## src/rtl/video_out_stage_if.sv

```systemverilog
// Video output stage interface.
// Groups the pixel-pipeline side (sync/blank/colour in) and the VGA pin side
// (polarity-adjusted sync, blank, gated colour, primed flag) into one bundle.
//   master : pixel pipeline / bench - drives *_in, observes *_out and primed
//   slave  : video_out_stage        - consumes *_in, drives *_out and primed
interface video_out_stage_if #(
    parameter int unsigned RGB_W = 24
);
    logic             hsync_in;
    logic             vsync_in;
    logic             blnk_in;
    logic [RGB_W-1:0] rgb_in;
    logic             hsync_out;
    logic             vsync_out;
    logic             blnk_out;
    logic [RGB_W-1:0] rgb_out;
    logic             primed;

    modport master (
        output hsync_in, vsync_in, blnk_in, rgb_in,
        input  hsync_out, vsync_out, blnk_out, rgb_out, primed
    );

    modport slave (
        input  hsync_in, vsync_in, blnk_in, rgb_in,
        output hsync_out, vsync_out, blnk_out, rgb_out, primed
    );
endinterface

```

## src/rtl/video_out_stage.sv

```systemverilog
// Final video output stage between the pixel pipeline and the VGA pins.
// Delays the sync/blank path and the RGB path by independent depths, registers
// the result on the selected launch edge, applies sync polarity, blacks out RGB
// during blanking and holds all outputs inactive until both delay lines have
// been refilled after reset.
// Ports:
//   clk    : pixel clock
//   rst    : asynchronous reset, active-high
//   vid_io : slave side of video_out_stage_if
//            in : hsync_in, vsync_in (active-high), blnk_in, rgb_in
//            out: hsync_out, vsync_out (polarity-adjusted), blnk_out,
//                 rgb_out (gated), primed
module video_out_stage #(
    parameter int unsigned RGB_W       = 24,
    parameter int unsigned SYNC_DLY    = 2,    // 1..15
    parameter int unsigned RGB_DLY     = 2,    // 1..15
    parameter bit          OUT_NEGEDGE = 1'b1,
    parameter bit          HS_POL      = 1'b0,
    parameter bit          VS_POL      = 1'b0,
    parameter bit          BLANK_RGB   = 1'b1
) (
    input  logic               clk,
    input  logic               rst,
    video_out_stage_if.slave   vid_io
);

    localparam int unsigned MaxD    = (SYNC_DLY > RGB_DLY) ? SYNC_DLY : RGB_DLY;
    localparam logic [3:0]  MaxDCnt = 4'(MaxD);

    // Sync line entries are {hsync, vsync, blnk}; RGB line entries are {rgb_blank, rgb}.
    logic [2:0]     sync_q [SYNC_DLY];
    logic [RGB_W:0] rgb_q  [RGB_DLY];
    logic [3:0]     cnt_q, cnt_d;
    logic           primed_int;

    logic             hs_q, hs_d;
    logic             vs_q, vs_d;
    logic             blnk_q, blnk_d;
    logic [RGB_W-1:0] rgb_out_q, rgb_out_d;
    logic             primed_q, primed_d;

    // Delay lines
    always_ff @(posedge clk or posedge rst) begin
        if (rst) begin
            for (int i = 0; i < SYNC_DLY; i++) sync_q[i] <= '0;
        end else begin
            sync_q[0] <= {vid_io.hsync_in, vid_io.vsync_in, vid_io.blnk_in};
            for (int i = 1; i < SYNC_DLY; i++) sync_q[i] <= sync_q[i-1];
        end
    end

    always_ff @(posedge clk or posedge rst) begin
        if (rst) begin
            for (int i = 0; i < RGB_DLY; i++) rgb_q[i] <= '0;
        end else begin
            rgb_q[0] <= {vid_io.blnk_in, vid_io.rgb_in};
            for (int i = 1; i < RGB_DLY; i++) rgb_q[i] <= rgb_q[i-1];
        end
    end

    // Priming counter: saturates at MaxD, so primed_int means every stage of
    // both lines holds data sampled after reset release.
    always_comb begin
        cnt_d = cnt_q;
        if (cnt_q != MaxDCnt) cnt_d = cnt_q + 4'd1;
    end

    always_ff @(posedge clk or posedge rst) begin
        if (rst) cnt_q <= '0;
        else     cnt_q <= cnt_d;
    end

    assign primed_int = (cnt_q == MaxDCnt);

    // Output register next-state: inactive set until primed.
    always_comb begin
        hs_d      = ~HS_POL;
        vs_d      = ~VS_POL;
        blnk_d    = 1'b1;
        rgb_out_d = '0;
        primed_d  = 1'b0;
        if (primed_int) begin
            hs_d     = sync_q[SYNC_DLY-1][2] ~^ HS_POL;
            vs_d     = sync_q[SYNC_DLY-1][1] ~^ VS_POL;
            blnk_d   = sync_q[SYNC_DLY-1][0];
            primed_d = 1'b1;
            if (!(BLANK_RGB && rgb_q[RGB_DLY-1][RGB_W])) begin
                rgb_out_d = rgb_q[RGB_DLY-1][RGB_W-1:0];
            end
        end
    end

    // Launch edge selection; negedge launch gives the pins half a cycle of
    // setup margin relative to the posedge-based pipeline.
    if (OUT_NEGEDGE) begin : g_out_neg
        always_ff @(negedge clk or posedge rst) begin
            if (rst) begin
                hs_q      <= ~HS_POL;
                vs_q      <= ~VS_POL;
                blnk_q    <= 1'b1;
                rgb_out_q <= '0;
                primed_q  <= 1'b0;
            end else begin
                hs_q      <= hs_d;
                vs_q      <= vs_d;
                blnk_q    <= blnk_d;
                rgb_out_q <= rgb_out_d;
                primed_q  <= primed_d;
            end
        end
    end else begin : g_out_pos
        always_ff @(posedge clk or posedge rst) begin
            if (rst) begin
                hs_q      <= ~HS_POL;
                vs_q      <= ~VS_POL;
                blnk_q    <= 1'b1;
                rgb_out_q <= '0;
                primed_q  <= 1'b0;
            end else begin
                hs_q      <= hs_d;
                vs_q      <= vs_d;
                blnk_q    <= blnk_d;
                rgb_out_q <= rgb_out_d;
                primed_q  <= primed_d;
            end
        end
    end

    assign vid_io.hsync_out = hs_q;
    assign vid_io.vsync_out = vs_q;
    assign vid_io.blnk_out  = blnk_q;
    assign vid_io.rgb_out   = rgb_out_q;
    assign vid_io.primed    = primed_q;

endmodule

```

## src/flat_wrapper.sv

```systemverilog
// flat-port wrapper written by rule: the top's interface ports become plain ports
module video_out_stage_flat 
#(
    parameter int unsigned RGB_W       = 24,
    parameter int unsigned SYNC_DLY    = 2,            
    parameter int unsigned RGB_DLY     = 2,            
    parameter bit          OUT_NEGEDGE = 1'b1,
    parameter bit          HS_POL      = 1'b0,
    parameter bit          VS_POL      = 1'b0,
    parameter bit          BLANK_RGB   = 1'b1
)
  (clk, rst, vid_io_hsync_in, vid_io_vsync_in, vid_io_blnk_in, vid_io_rgb_in, vid_io_hsync_out, vid_io_vsync_out, vid_io_blnk_out, vid_io_rgb_out, vid_io_primed);
  video_out_stage_if #(.RGB_W(RGB_W)) vid_io_i ();
  input  logic clk;
  input  logic rst;
  input wire logic [$bits(vid_io_i.hsync_in)-1:0] vid_io_hsync_in;
  input wire logic [$bits(vid_io_i.vsync_in)-1:0] vid_io_vsync_in;
  input wire logic [$bits(vid_io_i.blnk_in)-1:0] vid_io_blnk_in;
  input wire logic [$bits(vid_io_i.rgb_in)-1:0] vid_io_rgb_in;
  output wire logic [$bits(vid_io_i.hsync_out)-1:0] vid_io_hsync_out;
  output wire logic [$bits(vid_io_i.vsync_out)-1:0] vid_io_vsync_out;
  output wire logic [$bits(vid_io_i.blnk_out)-1:0] vid_io_blnk_out;
  output wire logic [$bits(vid_io_i.rgb_out)-1:0] vid_io_rgb_out;
  output wire logic [$bits(vid_io_i.primed)-1:0] vid_io_primed;
  assign vid_io_i.hsync_in = vid_io_hsync_in;
  assign vid_io_i.vsync_in = vid_io_vsync_in;
  assign vid_io_i.blnk_in = vid_io_blnk_in;
  assign vid_io_i.rgb_in = vid_io_rgb_in;
  assign vid_io_hsync_out = vid_io_i.hsync_out;
  assign vid_io_vsync_out = vid_io_i.vsync_out;
  assign vid_io_blnk_out = vid_io_i.blnk_out;
  assign vid_io_rgb_out = vid_io_i.rgb_out;
  assign vid_io_primed = vid_io_i.primed;
  video_out_stage #(.RGB_W(RGB_W), .SYNC_DLY(SYNC_DLY), .RGB_DLY(RGB_DLY), .OUT_NEGEDGE(OUT_NEGEDGE), .HS_POL(HS_POL), .VS_POL(VS_POL), .BLANK_RGB(BLANK_RGB)) u_core (.clk(clk), .rst(rst), .vid_io(vid_io_i));
endmodule
```

## config.mk

```make
export PLATFORM = sky130hd
export DESIGN_NAME = video_out_stage_flat
export DESIGN_NICKNAME = d
export VERILOG_FILES = /design/src/rtl/video_out_stage_if.sv /design/src/rtl/video_out_stage.sv /design/src/flat_wrapper.sv
export SDC_FILE = /design/constraint.sdc
export NUM_CORES = 1
export LEC_CHECK = 0
export CORE_MARGIN = 5
export CORE_UTILIZATION = 43
export CTS_BUF_LIST = sky130_fd_sc_hd__clkbuf_16
export DETAILED_ROUTE_END_ITERATION = 8
export GPL_TIMING_DRIVEN = 1
export PLACE_DENSITY = 0.73
export SLEW_MARGIN = 30
export SYNTH_ARGS = -nofsm -noshare
export SYNTH_HDL_FRONTEND = slang
export SYNTH_SLANG_ARGS = --single-unit
```

## constraint.sdc

```tcl
create_clock -name clk -period 2.55 [get_ports clk]
set_input_delay 0.51 -clock clk [delete_from_list [all_inputs] [get_ports clk]]
set_output_delay 0.51 -clock clk [all_outputs]
set_load 0.01 [all_outputs]
```

==> results.py, run 1 <==
metrics = {
    "power_and_ir_drop": {
        "p_comb_frac": 0.052,
        "switching_power_mw": 0.579,
        "switching_share": 0.196,
        "clkPwrFrac": 0.458,
        "power_density_mw_per_mm2": 848,
        "ir_worst_vdd_v": 0.000433,
        "leakagePower_nw": 1.68,
        "intPower_mw": 2.38,
        "pwr-share-seq": 0.490,
    },
    "critical_path": {
        "crit_chain": "buf_6",
        "cp-end-kind": "output port",
        "r2r_cells": 5,
        "r2r_setup_slack_ns": 0.07,
        "path_buf_inv": 1,
        "worstSetupStartpointType": "flip-flop",
        "worst-setup-path-type": "reg -> out",
        "worstPathArrival_ns": 2.26,
        "crit_required_ns": 2.04,
        "cp_max_fo": 1,
        "critPathTopFamily": "flip-flops",
        "slowest_delay_ns": 0.51,
        "reg2reg_from": "u_core.cnt_q[0]",
        "r2r-end": "u_core.vid_io.rgb_out[21]",
        "slowest_stage": "dfstp_2",
    },
    "cts": {
        "cts_hold_buffers": 0,
        "worstSkewPairLatency_ns": 0.38,
        "post_cts_resized": 119,
        "cts_tree": "built",
        "cts_buffers": 9,
        "clock-sinks": 86,
        "clkSlewWorstSetupHoldPaths_ns": 0.06,
        "cts-htree-levels": 3,
        "cts_setup_buffers": 0,
        "cts.root.buffer_cell": "clkbuf_16",
        "clockBufferDepth": 2,
    },
    "sta": {
        "hold_ws_ns": 0.345,
        "finalHoldViolCount": 0,
        "setup_ws_ns": -0.225,
        "setup_tns_ns": -2.47,
        "fin_worst_skew_ns": 0.0595,
        "setup_viol": 28,
        "relSlewSlack": 0.818,
        "report.final.slew_viol_count": 0,
        "rsz0062_at_grt": "yes",
        "worst_pin_slew_ns": 0.271,
    },
    "status": {
        "status": "complete, but fails checks",
        "violations": "negative setup slack",
    },
    "grt": {
        "grt_pass1_wl_um": 6470,
        "grt_pass1_vias": 1329,
        "grt_max_degree": 26,
        "grt_overflow": 0,
        "grt_usage": 0.123,
        "grt_antenna_before_repair": 0,
    },
    "floorplanning": {
        "dieHeight_um": 85.8,
        "coreArea_mm2": 0.00554,
        "die-width_um": 85.8,
        "start_util": 0.446,
        "die-area_mm2": 0.00737,
        "placementRows": 27,
        "io_pins": 57,
    },
    "logic_synthesis": {
        "ys_seq_area_frac": 0.872,
        "ys_ff_latch": 86,
        "yosysMostFrequentCell": "dfrtp_1",
        "yosysUniqueCellTypes": 17,
        "ys_warn_count": 0,
        "synth_common_cells": "58 x dfrtp_1, 25 x dfrtn_1, 24 x and2_1",
        "synth.largest_area_cell": "dfrtp_1",
        "synth_edf_count": 0,
        "synth_area_leaders": "dfrtp_1 59%, dfrtn_1 25%, and2_1 6.1%",
        "synth_top_area_frac": 0.587,
        "synth_cells": 131,
        "async_flop_share": 1.00,
        "syn_nets": 162,
        "ys.flop_type": "dfrtp_1",
        "syn_area_mm2": 0.00247,
        "syn_area_per_cell_um2": 18.9,
    },
    "route": {
        "wl_per_cell_um": 13.1,
        "routed_via_density": 4.08,
        "drc_errors": 0,
        "drtPass1Iterations": 4,
        "drtAntennaViolNets": 0,
        "vias": 1192,
        "drt_iter0_markers": 22,
        "wl_um": 3830,
    },
    "cells_and_area": {
        "design_area_mm2": 0.00349,
        "fin_cells": 292,
        "final_util": 0.630,
        "syn_to_final_growth_pct": 41.0,
        "fill_cells": 429,
        "num_antenna_cells": 0,
        "fin_nets": 246,
        "drive_gt1_frac": 0.300,
    },
    "place": {
        "place.gp.congestion": 0.683,
        "dpl_cell_area_mm2": 0.00326,
        "dp_cells": 274,
        "io_buffers": 56,
        "hpwl_um": 2670,
    },
    "min_path": {
        "worstHoldEndpoint": "u_core.rgb_q[0]",
        "hp-class": "reg -> reg",
        "hold_depth": 0,
        "min-delay-start": "u_core.rgb_q[25]",
    },
    "job": {
        "cap_violations": 0,
    },
}
[cell families (layout without fill, tap and decap cells)]
logic type                 count (synthesis)  count (layout)  share of synthesized area
DFF                                       86              86                      0.872
and+or+nand+nor                           32              32                     0.0885
buffers and inverters                      7              96                     0.0167
adders and majority gates                  2               2                     0.0101
xor gates and xnor gates                   2               2                    0.00708
AOI/OAI and AO/OA                          1               1                    0.00202
muxes                                      1               1                    0.00405
[how the worst max path moves through the flow]
stage                                        from  cells after the start                   end
after floorplan                               rst                      1  u_core.vid_io.primed
after global placement     u_core.vid_io.blnk_out                      1       vid_io_blnk_out
after detailed placement  u_core.vid_io.hsync_out                      1      vid_io_hsync_out
after CTS                  u_core.vid_io.blnk_out                      1       vid_io_blnk_out
after global routing       u_core.vid_io.blnk_out                      1       vid_io_blnk_out
final                      u_core.vid_io.blnk_out                      1       vid_io_blnk_out
[routing by layer]
metal / vias to the layer above / global-route usage / wire length, um
li1: 565 / - / -
met1: 586 / 0.129 / 1440
met2: 34 / 0.206 / 2080
met3: 7 / 0.0711 / 257
met4: 0 / 0.0475 / 50
met5: - / 0 / 0
[flip-flops by register name, summed over array words and instances (netlist names)]
signal / flops
u_core.cnt_q: 4
u_core.rgb_q: 48
u_core.sync_q: 6
u_core.vid_io.blnk_out: 1
u_core.vid_io.hsync_out: 1
u_core.vid_io.primed: 1
u_core.vid_io.rgb_out: 24
u_core.vid_io.vsync_out: 1
[placed cells by master, fill, tap and decap left out, types with 2 or more instances in the layout]
cell type        count
and2_1              23
clkbuf_16            9
buf_12               2
clkdlybuf4s50_1     28
buf_6                7
dfstp_2              3
bufinv_16            2
buf_4               15
dfrtp_1             58
xnor2_1              2
nand2_1              2
buf_2               21
dfrtn_1             25
clkinv_1             2
inv_1                7
[per-stage QoR]
step	setup WS, ns	total power, mW
floorplan	-0.133	1.53
global placement	-0.254	1.65
detailed placement	-0.262	1.66
CTS	-0.238	3.01
global route	-0.270	3.09
finish	-0.225	2.96
[cell type report]
cell class / count / area (um^2) / area share
Tap cell: 72 / 90.1 / 0.0258
Sequential cell: 86 / 2160 / 0.618
Multi-Input combinational cell: 38 / 282 / 0.0807
Timing Repair Buffer: 73 / 617 / 0.177
Clock inverter: 10 / 100 / 0.0287
Inverter: 4 / 18.8 / 0.00538
Clock buffer: 9 / 225 / 0.0646
[power groups by stage]
stage	logic, mW	clock network, mW	registers (mW)
floorplan	0.0406	0.00979	1.48
finish	0.153	1.36	1.45
detailed placement	0.172	0.00979	1.48
CTS	0.159	1.40	1.45
global route	0.169	1.46	1.46
global placement	0.168	0.00979	1.47
(Power assumes the default switching activity.)
==> run 2: changes to the inputs <==
--- a/config.mk
+++ b/config.mk
@@ -5,12 +5,12 @@
 export SDC_FILE = /design/constraint.sdc
 export NUM_CORES = 1
 export LEC_CHECK = 0
-export CORE_MARGIN = 5
 export CORE_UTILIZATION = 43
 export CTS_BUF_LIST = sky130_fd_sc_hd__clkbuf_16
 export DETAILED_ROUTE_END_ITERATION = 8
 export GPL_TIMING_DRIVEN = 1
 export PLACE_DENSITY = 0.73
+export SKIP_LAST_GASP = 1
 export SLEW_MARGIN = 30
 export SYNTH_ARGS = -nofsm -noshare
 export SYNTH_HDL_FRONTEND = slang
==> results.py, run 2 (same netlist as run 1, synthesis figures left out) <==
metrics = {
    "status": {
        "status": "complete, but fails checks",
        "violations": "negative setup slack",
    },
    "sta": {
        "hold_ws_ns": 0.346,
        "report.final.slew_viol_count": 0,
        "relSlewSlack": 0.765,
        "finalHoldViolCount": 0,
        "worst_pin_slew_ns": 0.351,
        "setup_viol": 28,
        "rsz0062_at_grt": "yes",
        "setup_ws_ns": -0.226,
        "fin_worst_skew_ns": 0.0643,
    },
    "critical_path": {
        "critPathTopFamily": "flip-flops",
        "critical_path.startpoint": "u_core.vid_io.hsync_out",
        "worstPathArrival_ns": 2.27,
        "slowest_delay_ns": 0.52,
        "path_buf_inv": 1,
        "crit_required_ns": 2.04,
        "worstSetupStartpointType": "flip-flop",
        "crit_chain": "buf_6",
        "reg2reg_from": "u_core.cnt_q[0]",
        "worst-setup-path-type": "reg -> out",
        "cp-end-kind": "output port",
        "cp_max_fo": 1,
        "slowest_stage": "dfstp_2",
    },
    "place": {
        "io_buffers": 56,
        "hpwl_um": 2260,
        "place.gp.congestion": 0.705,
        "dpl_cell_area_mm2": 0.00322,
    },
    "route": {
        "drt_iter0_markers": 53,
        "wl_um": 3390,
        "drc_errors": 0,
        "drtAntennaViolNets": 0,
        "routed_via_density": 4.19,
        "wl_per_cell_um": 11.8,
        "drtPass1Iterations": 3,
        "vias": 1207,
    },
    "cells_and_area": {
        "num_antenna_cells": 0,
        "fill_cells": 445,
        "mostFrequentLayoutCell": "dfrtp_1",
        "largest_reg_flops": 48,
        "fin_nets": 242,
        "drive_gt1_frac": 0.287,
        "syn_to_final_growth_pct": 39.0,
        "regArea_mm2": 0.00216,
        "regMostFlops": "u_core.rgb_q",
        "multi_input_area_um2": 289,
        "design_area_mm2": 0.00344,
        "layout_common_cells": "58 x dfrtp_1, 28 x clkdlybuf4s50_1, 25 x dfrtn_1, 24 x and2_1, 22 x buf_2",
    },
    "power_and_ir_drop": {
        "leakagePower_nw": 1.65,
        "p_comb_frac": 0.052,
        "intPower_mw": 2.24,
        "switching_power_mw": 0.571,
        "clkPwrFrac": 0.431,
        "pwr-share-seq": 0.517,
        "ir_worst_vdd_v": 0.000458,
        "power_density_mw_per_mm2": 816,
        "switching_share": 0.203,
        "p_total_mw": 2.81,
    },
    "job": {
        "cap_violations": 0,
    },
    "floorplanning": {
        "die-width_um": 77.8,
        "dieHeight_um": 77.8,
        "placementRows": 27,
        "start_util": 0.446,
        "io_pins": 57,
        "die-area_mm2": 0.00606,
        "coreArea_mm2": 0.00554,
    },
    "grt": {
        "grt_max_degree": 25,
        "grt_util_met1": 0.158,
        "grt_usage": 0.136,
        "grt_util_met2": 0.224,
        "grt_pass1_wl_um": 5990,
        "grt_pass1_vias": 1302,
        "grt-busiest-layer": "met2",
        "grt_overflow": 0,
        "gr-usage-met3": 0.0388,
        "grt_antenna_before_repair": 0,
    },
    "cts": {
        "clkSlewWorstSetupHoldPaths_ns": 0.06,
        "cts-htree-levels": 3,
        "cts.root.buffer_cell": "clkbuf_16",
        "worstSkewPairLatency_ns": 0.38,
        "cts_buffers": 9,
        "clockBufferDepth": 2,
        "cts_tree": "built",
        "clock-sinks": 86,
        "cts_hold_buffers": 0,
    },
    "min_path": {
        "min-delay-start": "u_core.rgb_q[42]",
        "hp-class": "reg -> reg",
    },
}
-- run 2: path summary, 6_finish.rpt --
path / endpoint / cells after the start / slack, ns
max: vid_io_hsync_out / 1 / -0.23
min: u_core.rgb_q[17] / 0 / 0.35
max reg2reg: u_core.vid_io.rgb_out[10] / 5 / 0.05
min reg2reg: u_core.rgb_q[17] / 0 / 0.35
max in group asynchronous: u_core.vid_io.rgb_out[4] / 3 / 0.51
min in group asynchronous: u_core.rgb_q[17] / 3 / 0.70
-- run 2: final cells by class --
type | count | share of cell area
Timing Repair Buffer | 69 | 0.171
Multi-Input combinational cell | 38 | 0.0841
Tap cell | 72 | 0.0262
Clock inverter | 9 | 0.0135
Clock buffer | 10 | 0.0728
Inverter | 4 | 0.00546
Sequential cell | 86 | 0.627
-- run 2: repair_timing --
item	CTS	global route
pin swaps	0	1
resized for setup	118	6
endpoints found under the setup margin	29	52
gates cloned	0	1
setup buffers	0	0
-- run 2: power by group through the flow --
stage / logic, mW / clock network, mW / registers, mW
3_5_place_dp: 0.164 / 0.00979 / 1.47
4_1_cts: 0.148 / 1.25 / 1.45
6_report: 0.147 / 1.21 / 1.45
2_1_floorplan: 0.0406 / 0.00979 / 1.48
3_3_place_gp: 0.161 / 0.00979 / 1.47
5_1_grt: 0.162 / 1.32 / 1.46
-- run 2: stage by stage --
stage	worst slack [ns]	setup TNS, ns	utilization	instances
floorplan	-0.133	-3.44	-	131
global placement	-0.244	-4.13	0.581	269
detailed placement	-0.261	-4.15	0.581	269
CTS	-0.243	-2.62	0.615	287
global route	-0.261	-3.20	0.621	288
finish	-0.226	-2.23	0.621	288
-- run 2: per-layer routing --
layer | up-vias | wire length [um]
met5 | - | 0
met4 | 0 | 62
met3 | 8 | 140
met2 | 32 | 1830
met1 | 605 | 1350
li1 | 562 | -
